[src/rtl/debounce4_pkg.sv]
// Shared constants, types and helpers for the four-channel debouncer.
package debounce4_pkg;

    localparam int unsigned NUM_CH                  = 4;
    localparam int unsigned DEBOUNCE_CYCLES_DEFAULT = 500000;

    typedef logic [NUM_CH-1:0] ch_vec_t;

    // Counter width able to hold 0..n-1; never narrower than one bit.
    function automatic int unsigned cnt_width(input int unsigned n);
        return (n <= 2) ? 1 : $clog2(n);
    endfunction

endpackage

[src/rtl/debounce_ch.sv]
// One debounce channel: 2-flop synchronizer, stability counter, accepted level
// and a registered pulse on each accepted 0->1 change.
module debounce_ch
    import debounce4_pkg::*;
#(
    parameter int unsigned DEBOUNCE_CYCLES = DEBOUNCE_CYCLES_DEFAULT
) (
    input  logic clk,
    input  logic rst,
    input  logic i_raw,
    output logic o_level,
    output logic o_rise
);

    localparam int unsigned       CntW   = cnt_width(DEBOUNCE_CYCLES);
    localparam logic [CntW-1:0]   CntMax = CntW'(DEBOUNCE_CYCLES - 1);

    logic            r_sync1;
    logic            r_sync2;
    logic            r_stable;
    logic            r_rise;
    logic [CntW-1:0] r_cnt;

    logic            w_stable_d;
    logic            w_rise_d;
    logic [CntW-1:0] w_cnt_d;

    // Next-state: count consecutive cycles that disagree with the accepted level.
    always_comb begin
        w_cnt_d    = '0;
        w_stable_d = r_stable;
        w_rise_d   = 1'b0;
        if (r_sync2 != r_stable) begin
            if (r_cnt == CntMax) begin
                // Held long enough: accept the new level, restart from zero.
                w_stable_d = r_sync2;
                w_rise_d   = r_sync2;
            end else begin
                w_cnt_d = r_cnt + CntW'(1);
            end
        end
    end

    // State registers with synchronous reset.
    always_ff @(posedge clk) begin
        if (rst) begin
            r_sync1  <= 1'b0;
            r_sync2  <= 1'b0;
            r_stable <= 1'b0;
            r_rise   <= 1'b0;
            r_cnt    <= '0;
        end else begin
            r_sync1  <= i_raw;
            r_sync2  <= r_sync1;
            r_stable <= w_stable_d;
            r_rise   <= w_rise_d;
            r_cnt    <= w_cnt_d;
        end
    end

    assign o_level = r_stable;
    assign o_rise  = r_rise;

endmodule

[src/rtl/debounce4.sv]
// Four independent debounce channels with sticky, acknowledgeable requests.
module debounce4
    import debounce4_pkg::*;
#(
    parameter int unsigned DEBOUNCE_CYCLES = DEBOUNCE_CYCLES_DEFAULT
) (
    input  logic clk,
    input  logic rst,
    input  logic raw0,
    input  logic raw1,
    input  logic raw2,
    input  logic raw3,
    input  logic ack0,
    input  logic ack1,
    input  logic ack2,
    input  logic ack3,
    output logic in0,
    output logic in1,
    output logic in2,
    output logic in3,
    output logic rise0,
    output logic rise1,
    output logic rise2,
    output logic rise3,
    output logic req0,
    output logic req1,
    output logic req2,
    output logic req3,
    output logic any_req
);

    ch_vec_t w_raw;
    ch_vec_t w_ack;
    ch_vec_t w_level;
    ch_vec_t w_rise;
    ch_vec_t r_req;

    assign w_raw = {raw3, raw2, raw1, raw0};
    assign w_ack = {ack3, ack2, ack1, ack0};

    for (genvar g = 0; g < NUM_CH; g++) begin : g_ch
        debounce_ch #(
            .DEBOUNCE_CYCLES(DEBOUNCE_CYCLES)
        ) u_ch (
            .clk    (clk),
            .rst    (rst),
            .i_raw  (w_raw[g]),
            .o_level(w_level[g]),
            .o_rise (w_rise[g])
        );
    end

    // Sticky requests: a rise sets, an ack clears, and set beats clear.
    always_ff @(posedge clk) begin
        if (rst) begin
            r_req <= '0;
        end else begin
            r_req <= w_rise | (r_req & ~w_ack);
        end
    end

    assign {in3, in2, in1, in0}         = w_level;
    assign {rise3, rise2, rise1, rise0} = w_rise;
    assign {req3, req2, req1, req0}     = r_req;
    assign any_req                      = |r_req;

endmodule

[config.mk]
export PLATFORM = sky130hd
export DESIGN_NAME = debounce4
export DESIGN_NICKNAME = d
export VERILOG_FILES = /design/src/rtl/debounce4_pkg.sv /design/src/rtl/debounce_ch.sv /design/src/rtl/debounce4.sv
export SDC_FILE = /design/constraint.sdc
export NUM_CORES = 1
export LEC_CHECK = 0
export BUFFER_PORTS_ARGS = -buffer_cell sky130_fd_sc_hd__buf_2
export CORE_MARGIN = 3
export CORE_UTILIZATION = 65
export CTS_BUF_LIST = sky130_fd_sc_hd__clkbuf_4
export CTS_CLUSTER_SIZE = 16
export DETAILED_ROUTE_END_ITERATION = 6
export PLACE_DENSITY_LB_ADDON = 0.3
export SETUP_SLACK_MARGIN = 0.2
export SYNTH_ARGS = -nofsm -noshare
export SYNTH_HDL_FRONTEND = slang
export SYNTH_HIERARCHICAL = 1
export SYNTH_SLANG_ARGS = --single-unit
[constraint.sdc]
create_clock -name clk -period 3.8 [get_ports clk]
set_clock_uncertainty 0.15 [all_clocks]
set_input_delay 0.76 -clock clk [delete_from_list [all_inputs] [get_ports clk]]
set_output_delay 0.76 -clock clk [all_outputs]
set_load 0.005 [all_outputs]
Word level (Yosys, flattened, before mapping) --
Cells that the tools add are included.
Word-level totals: register bits after elaboration 96, latch bits 0, memory bits (writable) 0, ROM bits 0, input bits 10, output and inout bits 13, logic and storage cells 57, memories kept 0
Cells by class: $add $sub $neg 4, $mul 0, divide/modulo/power cells 0, order comparisons 0, equal/unequal tests 8, shifts and indexed selects 0, muxes and demuxes 0, bitwise gates (word level) 11, reductions and logical operators 13
Operators by type and width (number):
- 19-bit by 1-bit adder with 19-bit output, second input constant | 4
- 19-bit == test, second input constant | 4
- 3-bit OR reduction | 8
- 1-bit inverter | 8
- 2-bit AND reduction | 4
- 4-bit AND | 1
- 1-bit inequality test | 4
- 4-bit inverter | 1
- 4-bit bitwise OR | 1
- 4-bit OR reduction | 1

Depth between registers and ports, before layout --
Gate-level depths: netlist of run 1.
depth in word-level cells 3, depth in mapped cells 6, mapped depth without buffers 5

Modules after synthesis --
Netlist of run 1, hierarchy kept.
By module, submodules not included:
- debounce_ch | instances 4, cells each 112, area each 1076.0 µm², sequential area each 460.4 µm²
- debounce4 | instances 1, cells each 17, area each 148.9 µm², sequential area each 80.1 µm²

Worst setup path before layout of run 1 --
OpenSTA, ideal clock, no wires.
path type reg-to-output, start point register r_req[2], end point output any_req, data arrival time 0.830 ns, data required time 2.890 ns, slack 2.060 ns, cell stages (with the launch flop) 2, buffers on the path 0, cell sequence dfxtp_1 -> or4_1
Between the ends: word-level cells in the longest chain between the ends 1
RTL lines:
- from (decl) | RTL line debounce4.sv:36 | ch_vec_t r_req;
- from (signal assigned) | RTL line debounce4.sv:58 | r_req <= w_rise | (r_req & ~w_ack);
- 4-bit OR reduction | RTL line debounce4.sv:65 | assign any_req = |r_req;
- to (decl) | RTL line debounce4.sv:29 | output logic any_req
No other way between the ends.

Worst setup path after layout of run 1 --
start point register r_req[1], end point output any_req
Same word-level chain as after synthesis.

==> results of run 1 <==
-- how the worst max path moves through the flow --
stage               slack, ps  cells past startpoint                                end                 from
floorplan                2060                      1                            any_req  r_req[2]$_SDFF_PP0_
global placement         1790                      4   g_ch[2].u_ch/r_cnt[6]$_SDFF_PP0_                  rst
detailed placement       1730                      4  g_ch[3].u_ch/r_cnt[13]$_SDFF_PP0_                  rst
CTS                      1430                      2                            any_req  r_req[1]$_SDFF_PP0_
global route             1390                      2                            any_req  r_req[1]$_SDFF_PP0_
finish                   1460                      2                            any_req  r_req[1]$_SDFF_PP0_
-- through the flow --
step           instance area, um^2  setup WS [ps]  std cells  power (mW)
2_1_floorplan                 4450           2060        465        1.05
3_3_place_gp                  4630           1790        560        1.06
3_5_place_dp                  4630           1730        560        1.06
4_1_cts                       4790           1430        576        1.65
5_1_grt                       4790           1390        576        1.70
6_report                      4790           1460        576        1.64
-- synth_stat cells (all sizes together) --
cell type  number  share of area [%]
nor2b           8                1.1
nor4           24                6.1
and2            4               0.67
and3b           4               0.79
mux2            8                2.0
o21ai           8                1.2
nand2b          3               0.42
nand3          36                4.5
dfxtp          96                 43
or2b            1               0.17
nor2           72                6.1
a21oi          16                1.8
nor4b          12                2.9
o21a            4               0.67
and4b           4               0.90
buf             4               0.67
nor3           16                1.8
xnor2          52                 10
xor2            8                1.6
or4             1               0.17
ha              4                1.1
nand4b          4               0.79
and3           20                3.0
nand2          24                2.0
nand4          16                4.7
inv            16                1.3
-- registers in the layout, indices dropped and copies added (netlist names) --
register           cells
g_ch.u_ch/r_sync1      4
g_ch.u_ch/r_cnt       76
g_ch.u_ch/o_rise       4
g_ch.u_ch/o_level      4
g_ch.u_ch/r_sync2      4
r_req                  4
-- layout make-up --
type / count / area, um^2
clock buffer: 10 / 75.1
clock inverter: 6 / 83.8
fill: 479 / 1710
inverter: 16 / 60.1
multi-input combinational: 349 / 2440
sequential: 96 / 1920
tap: 77 / 96.3
timing repair buffer: 22 / 110
-- routing by layer --
| layer | global-route usage [%] | up-vias |
|---|---|---|
| li1 | - | 1701 |
| met1 | 28.9 | 1614 |
| met2 | 38.6 | 60 |
| met3 | 6.42 | 14 |
| met4 | 7.42 | 0 |
| met5 | 0 | - |
-- power by group through the flow --
| stage | clock (mW) | sequential (mW) | combinational, mW |
|---|---|---|---|
| 2_1_floorplan | 0 | 1.04 | 0.0128 |
| 4_1_cts | 0.615 | 1.02 | 0.0232 |
| 3_3_place_gp | 0 | 1.04 | 0.0226 |
| 5_1_grt | 0.661 | 1.02 | 0.0258 |
| 3_5_place_dp | 0 | 1.04 | 0.0231 |
| 6_report | 0.599 | 1.02 | 0.0230 |
-- kinds of logic after synthesis --
group	count (synthesis)	share of synthesized area (%)
and+or+nand+nor	249	36.2
DFF	96	43.2
xor gates and xnor gates	60	11.8
AOI/OAI and AO/OA	28	3.71
buffers and inverters	20	2.02
muxes	8	2.02
adders and majority gates	4	1.12
-- worst max-delay path: cells and delay by family (launching register included) --
family / cells / cell delay [ps]
simple gates: 1 / 490
flops: 1 / 360
buf+inv: 1 / 140
==> flow_summary_export.csv, run 1 <==
group,metric,value,unit
run_status,outcome,"finished, final reports clean",
setup_path,r2r_cells,5,
pwr,share_of_power_burned_in_registers,62.0,%
sta,timing.final.hold_violations,0,
sta,setup_repair_after_global_routing_missed_its_margin,"false",
pwr,power.clock.fraction,36.6,%
clock_network,htree_levels,3,
min_path,timing.hold.worst_path_depth,1,
routing,routed-wl-met3,327,um
logic_synthesis,syn_inst,465,
sta,timing_max_transition_violations_final,0,
logic_synthesis,yosysUniqueCellTypes,34,
sta,period_minus_slack,2340,ps
clock_network,insertion_delay,440,ps
setup_path,timing.critical_path.slowest_cell_delay,490,ps
pwr,leakagePower,1.72,nW
job,maxCapViolations,0,
routing,drt_first_iter_violations,156,
floorplan,die_width,88.8,um
min_path,hold_path_class,"reg -> reg",
global_routing,grt_start_max_net_pins,29,
sta,max_slew_headroom_at_the_worst_pin,54.2,%
logic_synthesis,mappedNetlistArea,0.00445,mm^2
routing,routed_via_density,5.88,
routing,topRoutingLayerUsed,"met4",
routing,remaining_drc_errors,0,
pwr,power_spent_charging_and_discharging_nets,346,uW
clock_network,clock_tree.buffer_depth,2,
setup_path,worst-endpoint-arrival,1430,ps
setup_path,reg2reg_to,"g_ch[3].u_ch/r_cnt[3]$_SDFF_PP0_",
clock_network,post_cts.repair.setup_buffers,0,
routing,drtAntennaViolNets,0,
setup_path,path_class,"reg -> out",
floorplan,floorplan.die_area,0.00788,mm^2
layout,diodes,0,
global_routing,global_route.overflow_total,0,
place,place_hpwl,5.85,mm
clock_network,postCtsResizedCells,0,
floorplan,start_util,68.6,%
clock_network,cts_tree,"done",
logic_synthesis,synth_area_per_cell,9.58,um^2
setup_path,crit_slowest_cell,"or4_1",
logic_synthesis,synth_fp_nets,479,
clock_network,cts_hold_buffers,0,
floorplan,core_area,0.00649,mm^2
layout,layout_common_cells,"dfxtp_1, nor2_1, xnor2_1",
setup_path,cp_data_required_time,2890,ps
global_routing,first_pass_grt_wire_length,14.3,mm
setup_path,worst_setup_path_start_kind,"flip-flop",
sta,fin_worst_hold_slack,298,ps
place,place.gp.congestion,0.844,
floorplan,placement_rows,29,
setup_path,regToRegStartpoint,"g_ch[3].u_ch/r_cnt[0]$_SDFF_PP0_",
min_path,whs_endpoint,"g_ch[1].u_ch/r_sync2$_SDFF_PP0_",
clock_network,cts-buffers-inserted,9,
global_routing,first_global_vias,3193,
setup_path,critical_path_cell_list,"or4_1 -> buf_2",
routing,drt-met1-wl,3.85,mm
logic_synthesis,seq_area_frac_synth,43.2,%
pwr,powerDensity,342,mW/mm^2
routing,finalWirelength,8.29,mm
pwr,internal_power,1.29,mW
layout,area_delta_synth_final,7.53,%
setup_path,crit_fanout,3,
pwr,combinational_power_share,1.4,%
sta,totalNegativeSetupSlack,0,ps
place,buffers_on_ports,22,
layout,drive_gt1_share,17.0,%
sta,finalCritPeriodShare,61.6,%
floorplan,top_level_ports,23,
floorplan,die_height,88.8,um
logic_synthesis,synth.ff_latch_count,96,
sta,max_slew.worst_pin.slew,686,ps
global_routing,initial_antenna_violation_count,0,
global_routing,grt_usage,23.1,%
routing,wl_per_cell,14.4,um
routing,met2_length,4.00,mm
routing,route.vias.total,3389,
pwr,power.share.switching,21.1,%
sta,maxClockFrequency,427,MHz
pwr,vdd_drop_max,0.000242,V
setup_path,ff2ff_setup_slack,1750,ps
layout,layout.core_utilization,73.7,%
layout,final_nets,508,
layout,layout.cells.most_common,"dfxtp_1",
clock_network,cts.sinks,96,
routing,first_pass_iters,4,
clock_network,clk_pin_slew,140,ps
sta,setup_viol_count_final,0,
logic_synthesis,synthesis.yosys.warnings,6,
clock_network,ctsRootBufferMaster,"clkbuf_4",
min_path,hp-start,"g_ch[1].u_ch/r_sync1$_SDFF_PP0_",
setup_path,worstSetupEndpointType,"output pin",
(Power assumes the default switching activity.)
==> run 2: changes to the inputs <==
--- a/config.mk
+++ b/config.mk
@@ -5,9 +5,10 @@
 export SDC_FILE = /design/constraint.sdc
 export NUM_CORES = 1
 export LEC_CHECK = 0
+export ABC_AREA = 1
 export BUFFER_PORTS_ARGS = -buffer_cell sky130_fd_sc_hd__buf_2
 export CORE_MARGIN = 3
-export CORE_UTILIZATION = 65
+export CORE_UTILIZATION = 64
 export CTS_BUF_LIST = sky130_fd_sc_hd__clkbuf_4
 export CTS_CLUSTER_SIZE = 16
 export DETAILED_ROUTE_END_ITERATION = 6
==> constraint.sdc (replaced) <==
create_clock -name clk -period 2.4 [get_ports clk]
set_clock_uncertainty 0.15 [all_clocks]
set_input_delay 0.48 -clock clk [delete_from_list [all_inputs] [get_ports clk]]
set_output_delay 0.48 -clock clk [all_outputs]
set_load 0.005 [all_outputs]
==> flow_summary_export.csv, run 2 <==
group,metric,value,unit
sta,max_slew.worst_pin.slew,517,ps
global_routing,first_pass_grt_wire_length,16.8,mm
setup_path,path_common_cell,"nor2_1",
floorplan,start_util,66.6,%
clock_network,insertion_delay,440,ps
setup_path,worstSetupEndpointType,"flip-flop",
setup_path,crit_fanout,6,
clock_network,postCtsResizedCells,0,
layout,nFillCells,652,
floorplan,die_height,93.1,um
place,detailed_place.area,0.00504,mm^2
floorplan,floorplan.die_area,0.00867,mm^2
logic_synthesis,synth-edff-count,0,
global_routing,grt_start_max_net_pins,25,
clock_network,clk_pin_slew,140,ps
pwr,combinational_power_share,1.7,%
run_status,outcome,"finished, final reports clean",
layout,layout_common_cells,"nand2_1, nor2_1, inv_1, dfxtp_1, nand3_1",
job,maxCapViolations,0,
routing,drtAntennaViolNets,0,
global_routing,initial_antenna_violation_count,0,
logic_synthesis,netlist_top_cells_count,"nand2_1, nor2_1, dfxtp_1, inv_1, nand3_1",
sta,setup_viol_count_final,0,
pwr,powerDensity,483,mW/mm^2
global_routing,first_global_vias,4159,
logic_synthesis,yosys.cell_count.top_type,"nand2_1",
pwr,share_of_power_burned_in_registers,64.2,%
layout,area_delta_synth_final,6.67,%
clock_network,clock_tree.buffer_depth,2,
layout,finish.instance_area,0.00518,mm^2
pwr,leakagePower,1.75,nW
global_routing,grt_usage,23.4,%
min_path,hold_path_class,"in -> reg",
floorplan,core_area,0.00729,mm^2
routing,route.vias.total,4452,
setup_path,worst_setup_path_start_kind,"flip-flop",
global_routing,global_route.overflow_total,0,
pwr,power.clock.fraction,34.0,%
layout,layout.core_utilization,71.0,%
logic_synthesis,asyncSetResetFlopFracSynth,0,%
layout,diodes,0,
sta,timing_max_transition_violations_final,0,
sta,max_slew_headroom_at_the_worst_pin,65.3,%
layout,ff_latch_area,0.00192,mm^2
logic_synthesis,synth_top_area_share,39.6,%
logic_synthesis,syn_inst,735,
layout,multi_input_comb_area,0.00253,mm^2
clock_network,cts_tree,"done",
layout,layout.cells.most_common,"nand2_1",
clock_network,post_cts.repair.setup_buffers,0,
pwr,power_spent_charging_and_discharging_nets,562,uW
logic_synthesis,mappedNetlistArea,0.00486,mm^2
logic_synthesis,synth-main-ff-cell,"dfxtp_1",
clock_network,cts.sinks,96,
routing,finalWirelength,9.56,mm
clock_network,cts_hold_buffers,0,
routing,remaining_drc_errors,0,
clock_network,htree_levels,3,
logic_synthesis,synth.ff_latch_count,96,
setup_path,timing.critical_path.slowest_cell_delay,440,ps
layout,registers.top_by_ff_count,"g_ch.u_ch/r_cnt",
logic_synthesis,synth_fp_nets,749,
layout,drive_gt1_share,12.0,%
setup_path,cp_data_required_time,2600,ps
setup_path,critical_path_cell_list,"ha_1 -> nand3_2 -> nor3_1 -> nand3_1 -> nor2_1 -> nor2_1",
pwr,internal_power,1.94,mW
layout,final_nets,778,
logic_synthesis,yosysUniqueCellTypes,20,
sta,totalNegativeSetupSlack,0,ps
logic_synthesis,synth_area_per_cell,6.61,um^2
floorplan,top_level_ports,23,
routing,drt_first_iter_violations,183,
pwr,power.share.switching,22.5,%
logic_synthesis,seq_area_frac_synth,39.6,%
setup_path,crit_slowest_cell,"nor3_1",
place,buffers_on_ports,22,
clock_network,cts-buffers-inserted,9,
layout,largest_reg_flops,76,
sta,maxClockFrequency,592,MHz
sta,timing.final.hold_violations,0,
floorplan,placement_rows,31,
routing,first_pass_iters,5,
sta,setup_repair_after_global_routing_missed_its_margin,"false",
place,place.gp.congestion,0.933,
logic_synthesis,synthesis.yosys.warnings,6,
setup_path,path_class,"reg -> reg",
setup_path,worst-endpoint-arrival,1890,ps
place,place_hpwl,7.14,mm
routing,wl_per_cell,11.0,um
logic_synthesis,synth_area_leader_cell,"dfxtp_1",
sta,period_minus_slack,1690,ps
sta,finalCritPeriodShare,70.4,%
floorplan,die_width,93.1,um
pwr,vdd_drop_max,0.000446,V
routing,routed_via_density,5.13,
logic_synthesis,synth.top_cells.by_area,"dfxtp_1, nand2_1, nor2_1",
clock_network,ctsRootBufferMaster,"clkbuf_4",
-- run 2: changes by cell type after synthesis, moves of 12 or more --
| cell | previous run | this run |
|---|---|---|
| nor2_2 | 0 | 20 |
| and3_1 | 12 | 0 |
| xnor2_1 | 52 | 4 |
| nor2_1 | 72 | 162 |
| a21oi_1 | 16 | 28 |
| inv_1 | 16 | 96 |
| nand3_1 | 32 | 48 |
| nor4_1 | 16 | 0 |
| nand2_1 | 24 | 185 |
-- run 2: final cells by class --
cell class | instances | share of cell area [%]
inverter | 96 | 6.96
multi-input combinational | 539 | 48.8
sequential | 96 | 37.1
tap | 99 | 2.39
timing repair buffer | 22 | 2.13
clock buffer | 10 | 1.45
clock inverter | 6 | 1.16
-- run 2: path summary, 6_finish.rpt --
path,from,to,slack (ps),cells after the start
setup / recovery,g_ch[0].u_ch/r_cnt[0]$_SDFF_PP0_,g_ch[0].u_ch/r_cnt[18]$_SDFF_PP0_,710,6
hold reg to reg,g_ch[0].u_ch/r_sync1$_SDFF_PP0_,g_ch[0].u_ch/r_sync2$_SDFF_PP0_,250,2
hold / removal,raw1,g_ch[1].u_ch/r_sync1$_SDFF_PP0_,80,3
setup reg to reg,g_ch[0].u_ch/r_cnt[0]$_SDFF_PP0_,g_ch[0].u_ch/r_cnt[18]$_SDFF_PP0_,710,6
-- run 2: stage by stage --
stage | setup WS [ps] | power (mW) | hold WS, ps | std cells
finish | 710 | 2.50 | 79.3 | 868
global route | 528 | 2.59 | 70.1 | 868
CTS | 683 | 2.52 | 54.4 | 868
detailed placement | 740 | 1.69 | 244 | 852
global placement | 777 | 1.68 | 240 | 852
floorplan | 973 | 1.67 | 238 | 735
-- run 2: power groups by stage --
stage | clock network, mW | registers (mW) | logic, mW
finish | 0.851 | 1.61 | 0.0432
detailed placement | 0 | 1.64 | 0.0435
global route | 0.935 | 1.61 | 0.0503
CTS | 0.874 | 1.61 | 0.0437
global placement | 0 | 1.64 | 0.0419
floorplan | 0 | 1.64 | 0.0283
-- run 2: layer usage --
layer / vias to the layer above / track usage (%) / share of wire (%)
li1: 2325 / - / -
met1: 2004 / 28.1 / 46
met2: 108 / 41.3 / 47
met3: 15 / 4.75 / 4.9
met4: 0 / 8.55 / 1.6
met5: - / 0 / 0
-- run 2: cell families (layout without fill, tap and decap cells) --
group	count (synthesis)	in the layout	share of synthesized area, %
flip-flops	96	96	39.6
XOR/XNOR	20	20	3.61
AO/OA/AOI/OAI	44	44	5.15
adder cells (fa/ha/maj)	4	4	1.03
AND/OR/NAND/NOR	471	471	42.3
buffers and inverters	100	134	8.35
-- run 2: worst max-delay path: cells and delay by family, from the launching register on --
kind                     cells  cell delay, ps
AND/OR/NAND/NOR              5             870
adder cells (fa/ha/maj)      1             210
flip-flops                   1             380
